--- src/rtl/pipeline_mem_pkg.sv ---
// Shared types and decoder control encodings for the data-memory arbiter.
// The memory model and the decoder use the same rd/wr control values.
package pipeline_mem_pkg;

    typedef enum logic [1:0] {
        IDLE = 2'd0,
        BUSY = 2'd1,
        HOLD = 2'd2
    } state_t;

    typedef enum logic {
        OWN_MEM = 1'b0,
        OWN_IF  = 1'b1
    } owner_t;

    localparam logic [2:0] RD_CTRL_NONE   = 3'd0;
    localparam logic [2:0] RD_CTRL_BYTE   = 3'd1;
    localparam logic [2:0] RD_CTRL_HALF   = 3'd2;
    localparam logic [2:0] RD_CTRL_WORD   = 3'd3;
    localparam logic [2:0] RD_CTRL_DWORD  = 3'd4;
    localparam logic [2:0] RD_CTRL_BYTE_U = 3'd5;
    localparam logic [2:0] RD_CTRL_HALF_U = 3'd6;
    localparam logic [2:0] RD_CTRL_WORD_U = 3'd7;

    localparam logic [1:0] WR_CTRL_NONE  = 2'd0;
    localparam logic [1:0] WR_CTRL_BYTE  = 2'd1;
    localparam logic [1:0] WR_CTRL_WORD  = 2'd2;
    localparam logic [1:0] WR_CTRL_DWORD = 2'd3;

    // A MEM-stage slot with neither a load nor a store needs no memory access.
    function automatic logic is_noop(input logic [2:0] rd_ctrl, input logic [1:0] wr_ctrl);
        return (rd_ctrl == RD_CTRL_NONE) && (wr_ctrl == WR_CTRL_NONE);
    endfunction

endpackage

--- src/rtl/pipeline_mem_arb_pick.sv ---
// Grant selection: MEM wins ties unless its streak of consecutive wins over a
// waiting fetch has reached the limit, in which case fetch goes next.
module pipeline_mem_arb_pick #(
    parameter int MAX_MEM_STREAK = 4,
    parameter int STREAK_W       = 3
) (
    input  logic                i_mem_req,
    input  logic                i_if_req,
    input  logic [STREAK_W-1:0] i_streak,
    output logic                o_grant_mem,
    output logic                o_grant_if
);
    localparam logic [STREAK_W-1:0] STREAK_MAX = STREAK_W'(MAX_MEM_STREAK);

    logic w_streak_full;

    assign w_streak_full = (i_streak == STREAK_MAX);
    assign o_grant_if    = i_if_req & (~i_mem_req | w_streak_full);
    assign o_grant_mem   = i_mem_req & ~o_grant_if;

endmodule

--- src/rtl/pipeline_mem_arbiter.sv ---
// Shares one data-memory port between the MEM stage and instruction fetch.
// Each access runs IDLE -> BUSY (req/ack) -> HOLD (done pulse) -> IDLE.
module pipeline_mem_arbiter
    import pipeline_mem_pkg::*;
#(
    parameter int MAX_MEM_STREAK = 4,
    parameter int TIMEOUT_CYCLES = 255
) (
    input  logic        clk,
    input  logic        reset,
    input  logic        mem_req,
    input  logic [63:0] mem_addr,
    input  logic [63:0] mem_wdata,
    input  logic [2:0]  mem_rd_ctrl,
    input  logic [1:0]  mem_wr_ctrl,
    output logic        mem_done,
    output logic        mem_err,
    output logic [63:0] mem_rdata,
    output logic        mem_stall,
    input  logic        if_req,
    input  logic [63:0] if_addr,
    output logic        if_done,
    output logic        if_err,
    output logic [31:0] if_rdata,
    output logic        if_stall,
    output logic        dm_req,
    output logic [63:0] dm_addr,
    output logic [63:0] dm_din,
    output logic [2:0]  dm_rd_ctrl,
    output logic [1:0]  dm_wr_ctrl,
    input  logic        dm_ack,
    input  logic [63:0] dm_dout,
    output logic [1:0]  dbg_state
);
    localparam int STREAK_W = $clog2(MAX_MEM_STREAK + 1);
    localparam int TO_W     = (TIMEOUT_CYCLES > 2) ? $clog2(TIMEOUT_CYCLES) : 1;
    localparam logic [STREAK_W-1:0] STREAK_MAX = STREAK_W'(MAX_MEM_STREAK);
    localparam logic [TO_W-1:0]     TO_LAST    = TO_W'(TIMEOUT_CYCLES - 1);

    state_t              r_state;
    state_t              w_state_nxt;
    owner_t              r_owner;
    logic [STREAK_W-1:0] r_streak;
    logic [TO_W-1:0]     r_to_cnt;
    logic                r_dm_req;
    logic [63:0]         r_dm_addr;
    logic [63:0]         r_dm_din;
    logic [2:0]          r_dm_rd_ctrl;
    logic [1:0]          r_dm_wr_ctrl;
    logic                r_mem_done;
    logic                r_mem_err;
    logic [63:0]         r_mem_rdata;
    logic                r_if_done;
    logic                r_if_err;
    logic [31:0]         r_if_rdata;

    logic w_pick_mem;
    logic w_pick_if;
    logic w_noop;
    logic w_start;
    logic w_finish;
    logic w_timeout;
    logic [63:0] w_rdata;

    pipeline_mem_arb_pick #(
        .MAX_MEM_STREAK (MAX_MEM_STREAK),
        .STREAK_W       (STREAK_W)
    ) u_pick (
        .i_mem_req   (mem_req),
        .i_if_req    (if_req),
        .i_streak    (r_streak),
        .o_grant_mem (w_pick_mem),
        .o_grant_if  (w_pick_if)
    );

    assign w_noop  = w_pick_mem & is_noop(mem_rd_ctrl, mem_wr_ctrl);
    // A timed-out access returns zero data rather than whatever is on the bus.
    assign w_rdata = w_timeout ? 64'd0 : dm_dout;

    always_ff @(posedge clk or posedge reset) begin
        if (reset) r_state <= IDLE;
        else       r_state <= w_state_nxt;
    end

    always_comb begin
        w_state_nxt = r_state;
        w_start     = 1'b0;
        w_finish    = 1'b0;
        w_timeout   = 1'b0;
        case (r_state)
            IDLE: begin
                if (w_pick_mem || w_pick_if) begin
                    w_start     = 1'b1;
                    w_state_nxt = w_noop ? HOLD : BUSY;
                end
            end
            BUSY: begin
                if (dm_ack) begin
                    w_finish    = 1'b1;
                    w_state_nxt = HOLD;
                end else if (r_to_cnt == TO_LAST) begin
                    w_finish    = 1'b1;
                    w_timeout   = 1'b1;
                    w_state_nxt = HOLD;
                end
            end
            HOLD:    w_state_nxt = IDLE;
            default: w_state_nxt = IDLE;
        endcase
    end

    always_ff @(posedge clk or posedge reset) begin
        if (reset) begin
            r_owner      <= OWN_MEM;
            r_streak     <= '0;
            r_to_cnt     <= '0;
            r_dm_req     <= 1'b0;
            r_dm_addr    <= '0;
            r_dm_din     <= '0;
            r_dm_rd_ctrl <= '0;
            r_dm_wr_ctrl <= '0;
            r_mem_done   <= 1'b0;
            r_mem_err    <= 1'b0;
            r_mem_rdata  <= '0;
            r_if_done    <= 1'b0;
            r_if_err     <= 1'b0;
            r_if_rdata   <= '0;
        end else begin
            if (w_start) begin
                r_to_cnt <= '0;
                if (w_pick_if) begin
                    r_owner      <= OWN_IF;
                    r_streak     <= '0;
                    r_dm_req     <= 1'b1;
                    r_dm_addr    <= if_addr;
                    r_dm_din     <= '0;
                    r_dm_rd_ctrl <= RD_CTRL_WORD_U;
                    r_dm_wr_ctrl <= WR_CTRL_NONE;
                end else begin
                    r_owner      <= OWN_MEM;
                    r_dm_addr    <= mem_addr;
                    r_dm_din     <= mem_wdata;
                    r_dm_rd_ctrl <= mem_rd_ctrl;
                    r_dm_wr_ctrl <= mem_wr_ctrl;
                    if (!if_req)                    r_streak <= '0;
                    else if (r_streak != STREAK_MAX) r_streak <= r_streak + STREAK_W'(1);
                    if (w_noop) begin
                        r_mem_done  <= 1'b1;
                        r_mem_err   <= 1'b0;
                        r_mem_rdata <= '0;
                    end else begin
                        r_dm_req <= 1'b1;
                    end
                end
            end else if (w_finish) begin
                r_dm_req <= 1'b0;
                r_to_cnt <= '0;
                if (r_owner == OWN_IF) begin
                    r_if_done  <= 1'b1;
                    r_if_err   <= w_timeout;
                    r_if_rdata <= w_rdata[31:0];
                end else begin
                    r_mem_done  <= 1'b1;
                    r_mem_err   <= w_timeout;
                    r_mem_rdata <= w_rdata;
                end
            end else if (r_state == BUSY) begin
                r_to_cnt <= r_to_cnt + TO_W'(1);
            end else if (r_state == HOLD) begin
                r_mem_done <= 1'b0;
                r_mem_err  <= 1'b0;
                r_if_done  <= 1'b0;
                r_if_err   <= 1'b0;
            end
        end
    end

    assign mem_done   = r_mem_done;
    assign mem_err    = r_mem_err;
    assign mem_rdata  = r_mem_rdata;
    assign mem_stall  = mem_req & ~r_mem_done;
    assign if_done    = r_if_done;
    assign if_err     = r_if_err;
    assign if_rdata   = r_if_rdata;
    assign if_stall   = if_req & ~r_if_done;
    assign dm_req     = r_dm_req;
    assign dm_addr    = r_dm_addr;
    assign dm_din     = r_dm_din;
    assign dm_rd_ctrl = r_dm_rd_ctrl;
    assign dm_wr_ctrl = r_dm_wr_ctrl;
    assign dbg_state  = r_state;

endmodule

--- config.mk ---
export PLATFORM = sky130hd
export DESIGN_NAME = pipeline_mem_arbiter
export DESIGN_NICKNAME = d
export VERILOG_FILES = /design/src/rtl/pipeline_mem_pkg.sv /design/src/rtl/pipeline_mem_arb_pick.sv /design/src/rtl/pipeline_mem_arbiter.sv
export SDC_FILE = /design/constraint.sdc
export NUM_CORES = 1
export LEC_CHECK = 0
export BUFFER_PORTS_ARGS = -buffer_cell sky130_fd_sc_hd__buf_2
export CAP_MARGIN = 20
export CORE_AREA = 2 2 197 199
export CTS_BUF_LIST = sky130_fd_sc_hd__clkbuf_16
export DETAILED_ROUTE_END_ITERATION = 10
export DIE_AREA = 0 0 199 201
export GPL_TIMING_DRIVEN = 0
export PLACE_DENSITY_LB_ADDON = 0.05
export SLEW_MARGIN = 20
export SYNTH_ARGS = -nofsm -noshare
export SYNTH_HDL_FRONTEND = slang
export SYNTH_SLANG_ARGS = --single-unit
export TNS_END_PERCENT = 50
--- constraint.sdc ---
create_clock -name clk -period 14.3 [get_ports clk]
set_input_delay 3.575 -clock clk [delete_from_list [all_inputs] [get_ports clk]]
set_output_delay 3.575 -clock clk [all_outputs]
set_load 0.05 [all_outputs]
# == After elaboration in Yosys (flattened, before gate mapping) ==
# Index checks and enable logic that the tools add are counted.
# Widths: inputs -> output; s select.
# totals
mem_count,0
inputBits,266
ram_bits,0
output_inout_bits,238
latch_bits,0
mem_bits_ro,0
register_bits,248
# op_classes
n_lt_le_gt_ge,0
n_shift,0
n_reduce_logical,16
multipliers,0
n_eq_ne,16
add_sub_neg,2
n_bitwise,11
n_mux,49
div,0
# ops
operator,n
$mux 64,8
$mux 1,28
$mux 8,3
$mux 3,4
$ne 3x3->1 const B,4
$mux 2,5
$ne 2x2->1 const B,5
$add 8x1->8 const B,1
$eq 8x8->1 const B,1
$reduce_and 4->1,2
$reduce_and 2->1,3
$reduce_bool 3->1,2
$and 1x1->1,5
$not 1->1,5
$reduce_and 5->1,1
$logic_not 2->1,2
$pmux 2 s2,1
$reduce_bool 2->1,2
$add 3x1->3 const B,1
$eq 3x3->1 const B,1
$logic_not 3->1,1
$ne 3x1->1 const B,1
$ne 3x2->1 const B,1
$reduce_and 3->1,1
other kinds (6),6

# == Logic depth before layout (Yosys ltp) ==
# Gate-level depths: netlist of the first run.
# logic_depth
ltp_word,10
depth_mapped,9

# == By module ==
# From an unflattened synthesis of the first run, not the netlist that was laid out.
# unflattened
hier_cells,839
hier_area_um2,10238.6
# by_module_without_submodules
module,instances,area_per_inst_um2,seq_area_each_um2,cells_each
pipeline_mem_arbiter,1,10213.5,6206.0,835
pipeline_mem_arb_pick,1,25.0,0.0,4

# == Least setup slack after synthesis of the first run ==
# OpenSTA, ideal clock, no wires.
# synth_path
path_kind,in2out
start,in if_req
end,out if_stall
t_arrival_ns,4.473
path_stages,3
path_slack_ns,6.252
path_cell_list,buf_2 inv_1 nor2_1
# synth_via
elab_chain_len,1
# synth_lines
item,line,source
from (decl),pipeline_mem_arbiter.sv:20,"input logic if_req,"
$and 1x1->1,pipeline_mem_arbiter.sv:185,assign if_stall = if_req & ~r_if_done;
to (decl),pipeline_mem_arbiter.sv:25,"output logic if_stall,"
# Every way passes these cells.

# == Final worst setup path of the first run ==
# Same ends and word-level chain as after synthesis.

==> results.toml, run 1 <==
[logic_synthesis]
yosys.area.top_type = "dfrtp_1"
synthFlopType = "dfrtp_1"
async_flop_share_pct = 100
yosys_warnings = 0
avgSynthCellArea_sq_um = 9.83
synthDistinctLibCells = 34
syn-cell-area_sq_um = 10300
ys_seq_area_share_pct = 60.1
synth-edff-count = 0
synth_top_cell_area_share_pct = 60.1
syn_nets = 1320
syn_inst = 1050
ys_top_cells_by_area = "dfrtp_1 (60%), nand2_1 (12%), a32oi_1 (5.5%), nand3_1 (5.0%), mux2i_1 (3.1%)"
synth_seq_cells = 248

[job]
max_cap_violations = 0

[placement]
globalplace.congestion = 0.786
dp_hpwl_um = 31100
post-place-ws_ns = 6.47
place_area_sq_um = 13500
portBuffers = 502

[detailed_routing]
wirelength_met1_um = 17100
drt_iter0_drc = 436
drc_errors = 0
wl_met3_um = 3960
firstDrtPassIters = 4
avgViaCountPerCell = 4.56
ant_nets = 0
wl_met2_um = 19900
routed_wl_um = 41700
post_drt_wl_per_cell_um = 19.5
top_layer = "met5"
via_count = 9723

[global_routing]
grt_pass1_wl_um = 61300
grt_max_degree = 94
grt-ovfl-total = 0
antenna_found_initial = 10
grt_pass1_vias = 9764
grtUsageTotal_pct = 20.2

[clocking]
cts_root_buffer = "clkbuf_16"
cts_tree = "built"
cts_buffers = 30
post_cts_buffers = 0
insertion_delay_ns = 0.56
clockBufferDepth = 3
ctsHoldBuffers = 0
cts_sinks = 248
cts_htree_levels = 1
ctsResizeCount = 0
clk_pin_slew_ns = 0.05

[timing]
post-route-period-util_pct = 54.7
tns_ns = 0
max_freq_mhz = 128
fin_ws_ns = 6.48
max_slew_margin_pct = 31.1
skew_ns = 0.0142
slew_viol_final = 0
hold_viol_final = 0
hold_slack_ns = 0.457
grt_setup_unrepaired = "false"
setup_viol = 0
period_minus_slack_ns = 7.82
tightest_slew_ns = 1.03

[die]
start_util_pct = 27.1
core_sq_um = 38100
die_width_um = 199
die_y_um = 201
ios = 504
row_count = 72
die-area_sq_um = 40000

[critical_path]
cpMostUsedCell = "buf_2"
crit_path_end_kind = "primary output"
cp_slowest_stage_delay_ns = 0.27
crit_arrival_ns = 4.25
path_cells = "buf_2, inv_1, nor2_1, buf_2"
critical-path-top-delay-family = "buffers and inverters"
crit_type = "in -> out"
worst-path-buf-inv = 3
worstPathMaxFanout = 8
required_ns = 10.72
slowest_stage = "buf_2"
start_kind = "input pin"

[power]
p_total_mw = 4.21
power.leakage_nw = 7.97
power_density_nw_per_um2 = 290
ir_worst_vdd_v = 0.000125

[layout]
fill_cells = 4042
fin_area_sq_um = 14500
syn_to_final_growth_pct = 40.6
drive_gt1_share_pct = 36.1
final_nets = 1856

[outcome]
status = "complete, no violations"

[hold_path]
hp-class = "reg -> reg"
==> path summary, 6_finish.rpt <==
kind / cells past startpoint / startpoint / slack (ns) / end
max: 4 / if_req / 6.48 / if_stall
min: 2 / dm_addr[27]$_DFFE_PP0N_ / 0.46 / dm_addr[27]$_DFFE_PP0N_
max reg2reg: 5 / dbg_state[0]$_DFFE_PP0P_ / 11.69 / dm_addr[39]$_DFFE_PP0N_
min reg2reg: 2 / dm_addr[27]$_DFFE_PP0N_ / 0.46 / dm_addr[27]$_DFFE_PP0N_
max in group asynchronous: 3 / reset / 10.22 / dm_din[24]$_DFFE_PP0N_
min in group asynchronous: 2 / reset / 3.16 / mem_rdata[7]$_DFFE_PP0P_
==> Yosys cell counts (4+ instances only) <==
cell       count
nand2_1      343
dfrtp_1      248
nand3_1      104
a32oi_1       65
inv_1         43
o21ai_0       39
clkbuf_1      36
mux2i_1       32
o2bb2ai_1     32
buf_2         27
o21ai_1       16
buf_1         12
nor2_1         9
nand4_1        5
ha_1           4
nor3_1         4
==> report_power, final <==
part / switching, mW / leakage [nW] / internal (mW)
clock: 0.302 / 0.485 / 0.440
combinational: 1.79 / 4.36 / 0.502
sequential: 0.161 / 3.13 / 1.01
==> placed cells by master (no fill, tap or decap), drive strengths merged <==
cell type  count
buf          547
nand2        343
dfrtp        248
nand3        104
clkbuf        67
a32oi         65
o21ai         57
inv           49
mux2i         32
o2bb2ai       32
clkinv        14
nor2          11
diode          8
nand4          5
nor3           4
ha             4
nand2b         3
o31ai          3
bufinv         3
a21oi          3
o211ai         2
nor2b          2
o41ai          2
o21a           2
nor3b          1
a21boi         1
nor4           1
o31a           1
and3           1
and4           1
==> through the flow <==
stage          instances  utilization [%]
6_report            2134             38.1
5_1_grt             2131             38.1
4_1_cts             2126             38.0
3_5_place_dp        2072             35.5
3_3_place_gp        2070             35.4
2_1_floorplan       1050                -
==> cell type report <==
type                            instances  area (sq um)  area share [%]
Antenna cell                            8          20.0           0.138
Tap cell                              518           648            4.47
Multi-Input combinational cell        680          3600            24.8
Clock buffer                           31           776            5.35
Sequential cell                       248          6210            42.8
Clock inverter                         23           169            1.16
Buffer                                 79           357            2.46
Inverter                               43           169            1.16
Timing Repair Buffer                  504          2570            17.7
==> per-layer routing <==
metal / global-route usage, % / up-vias
met5: 0 / -
met4: 5.41 / 4
met3: 6.75 / 46
met2: 33.6 / 380
met1: 25.1 / 4621
li1: - / 4672
==> logic make-up (layout without fill, tap and decap cells) <==
group                      Yosys count  after routing  synth area share (%)
buffers and inverters              122            680                  5.02
DFF                                248            248                  60.1
adders and majority gates            4              4                 0.485
other                                0              8                     0
and+or+nand+nor                    476            476                  19.1
AOI/OAI and AO/OA                  168            168                  12.2
muxes                               32             32                  3.10
==> tightest hold or removal path: cells and delay by family (launching register included) <==
family	cells	cell delay (ns)
AND/OR/NAND/NOR	2	0.10
flip-flops	1	0.33
==> registers in the layout, summed over array words and instances, names as in the netlist <==
name,flops
dm_addr,64
dm_din,64
mem_rdata,64
if_rdata,32
r_to_cnt,8
dm_rd_ctrl,3
r_streak,3
dbg_state,2
dm_wr_ctrl,2
dm_req,1
if_done,1
if_err,1
mem_done,1
mem_err,1
r_owner,1
Note: power is estimated with default switching activity, not from simulation.
==> inputs of run 2 (changes only) <==
--- a/config.mk
+++ b/config.mk
@@ -7,10 +7,10 @@
 export LEC_CHECK = 0
 export BUFFER_PORTS_ARGS = -buffer_cell sky130_fd_sc_hd__buf_2
 export CAP_MARGIN = 20
-export CORE_AREA = 2 2 197 199
+export CORE_AREA = 2 2 196 198
 export CTS_BUF_LIST = sky130_fd_sc_hd__clkbuf_16
 export DETAILED_ROUTE_END_ITERATION = 10
-export DIE_AREA = 0 0 199 201
+export DIE_AREA = 0 0 198 200
 export GPL_TIMING_DRIVEN = 0
 export PLACE_DENSITY_LB_ADDON = 0.05
 export SLEW_MARGIN = 20
==> constraint.sdc (replaced) <==
create_clock -name clk -period 6.3 [get_ports clk]
set_input_delay 1.575 -clock clk [delete_from_list [all_inputs] [get_ports clk]]
set_output_delay 1.575 -clock clk [all_outputs]
set_load 0.05 [all_outputs]
==> run 2 against run 1 <==
Effect of this change:
- core utilization up 0.88 points
- global-route usage increased by 0.18 points
- sequential cell count is the same
- final cell count down 0.23%
- total power grew 130%
- combinational power rose by 130%
- count of clock-buffer cells in the layout stayed put
- die area shrank 1.0%
- first-iteration DRC count is 11% lower
- sequential power increased by 130%
- wire length is 0.85% higher
- sequential share of layout area shrank 0.18 points
- critical path type unchanged
- critical endpoint unchanged
- highest routed layer unchanged
==> results.toml, run 2 (synthesis results as in run 1) <==
[timing]
hold_viol_final = 0
tns_ns = 0
setup_viol = 0
skew_ns = 0.0144
grt_setup_unrepaired = "false"
max_freq_mhz = 262
period_minus_slack_ns = 3.82
post-route-period-util_pct = 60.6
slew_viol_final = 0
hold_slack_ns = 0.457
max_slew_margin_pct = 42.5
fin_ws_ns = 2.48
tightest_slew_ns = 0.862

[power]
p_total_mw = 9.47
p_sw_share_pct = 54.0
p_clk_share_pct = 16.8
p_sw_mw = 5.11
seqPwrFrac_pct = 28.1
power_density_nw_per_um2 = 650
comb_power_share_pct = 55.1
power.leakage_nw = 8.00
cell_internal_pwr_mw = 4.36
ir_worst_vdd_v = 0.000265

[job]
max_cap_violations = 0

[hold_path]
hp-class = "reg -> reg"

[die]
die_y_um = 200
row_count = 71
die-area_sq_um = 39600
ios = 504
start_util_pct = 27.6
core_sq_um = 37400
die_width_um = 198

[clocking]
cts_sinks = 248
cts_tree = "built"
post_cts_buffers = 0
cts_buffers = 30
clockBufferDepth = 3
insertion_delay_ns = 0.55
ctsHoldBuffers = 0
clk_pin_slew_ns = 0.06
cts_htree_levels = 1
ctsResizeCount = 0
cts_root_buffer = "clkbuf_16"

[layout]
regArea_sq_um = 6210
fin_area_sq_um = 14600
final_common_cell = "buf_2"
final_cell_mix = "buf_2 (529), nand2_1 (343), dfrtp_1 (248)"
final_nets = 1863
multi_input_comb_area_sq_um = 3600
drive_gt1_share_pct = 36.5
fill_cells = 3917
syn_to_final_growth_pct = 41.2

[critical_path]
crit_arrival_ns = 2.24
crit_type = "in -> out"
required_ns = 4.72
worstPathMaxFanout = 8
crit_path_end_kind = "primary output"
start_kind = "input pin"

[detailed_routing]
post_drt_wl_per_cell_um = 19.8
drc_errors = 0
routed_wl_um = 42100
avgViaCountPerCell = 4.59
via_count = 9773
drt_iter0_drc = 386
firstDrtPassIters = 4
ant_nets = 0

[placement]
post-place-ws_ns = 2.39
dp_hpwl_um = 33000
portBuffers = 502
place_area_sq_um = 13700
globalplace.congestion = 0.793

[outcome]
status = "complete, no violations"

[global_routing]
antenna_found_initial = 13
grt_pass1_vias = 9739
grtUsageTotal_pct = 20.4
grt_max_degree = 32
grt-ovfl-total = 0
grt_pass1_wl_um = 61000
[run 2: changes by cell type in the layout (fill, tap and decap cells not counted)]
cell / before / now
buf_12: 0 / 8
diode_2: 8 / 4
bufinv_16: 3 / 1
clkinv_1: 11 / 9
clkinv_2: 3 / 5
clkinvlp_4: 0 / 2
buf_16: 2 / 1
inv_8: 1 / 0
[run 2: worst paths after layout]
path | slack (ns) | end | depth (start not counted) | start
max | 2.48 | if_stall | 4 | if_req
max in group asynchronous | 4.04 | dm_addr[47]$_DFFE_PP0N_ | 6 | reset
min in group asynchronous | 1.06 | mem_rdata[34]$_DFFE_PP0P_ | 2 | reset
min reg2reg | 0.46 | dm_addr[21]$_DFFE_PP0N_ | 2 | dm_addr[21]$_DFFE_PP0N_
min | 0.46 | dm_addr[21]$_DFFE_PP0N_ | 2 | dm_addr[21]$_DFFE_PP0N_
max reg2reg | 3.69 | dm_addr[14]$_DFFE_PP0N_ | 8 | r_streak[0]$_DFFE_PP0P_
[run 2: through the flow]
stage	cells	util, %
6_report	2129	39.0
5_1_grt	2127	38.9
4_1_cts	2125	38.9
3_5_place_dp	2072	36.5
3_3_place_gp	2063	36.0
2_1_floorplan	1050	-
[run 2: critical path, stage by stage]
cell	delay (ns)
buf_2	0.17
inv_1	0.12
nor2_1	0.11
buf_2	0.27
[run 2: power by group through the flow]
| stage | Combinational (mW) | Sequential [mW] | Clock (mW) |
|---|---|---|---|
| 2_1_floorplan | 1.40 | 5.02 | 0 |
| 3_3_place_gp | 5.28 | 2.66 | 0 |
| 3_5_place_dp | 5.30 | 2.68 | 0 |
| 4_1_cts | 5.29 | 2.67 | 1.65 |
| 5_1_grt | 5.58 | 2.75 | 1.71 |
| 6_report | 5.22 | 2.66 | 1.59 |
[run 2: layout make-up]
class                           instances  area share, %
Buffer                                 79           2.45
Antenna cell                            4         0.0687
Clock buffer                           31           5.33
Inverter                               43           1.13
Tap cell                              511           4.39
Timing Repair Buffer                  511           18.5
Sequential cell                       248           42.6
Clock inverter                         22          0.816
Multi-Input combinational cell        680           24.7
[run 2: per-layer routing]
metal | up-vias | GRT usage [%] | part of all wire, %
met5 | - | 0 | 0.17
met4 | 10 | 4.85 | 2.1
met3 | 64 | 5.75 | 7.9
met2 | 336 | 35.0 | 49
met1 | 4652 | 25.5 | 41
li1 | 4711 | - | -
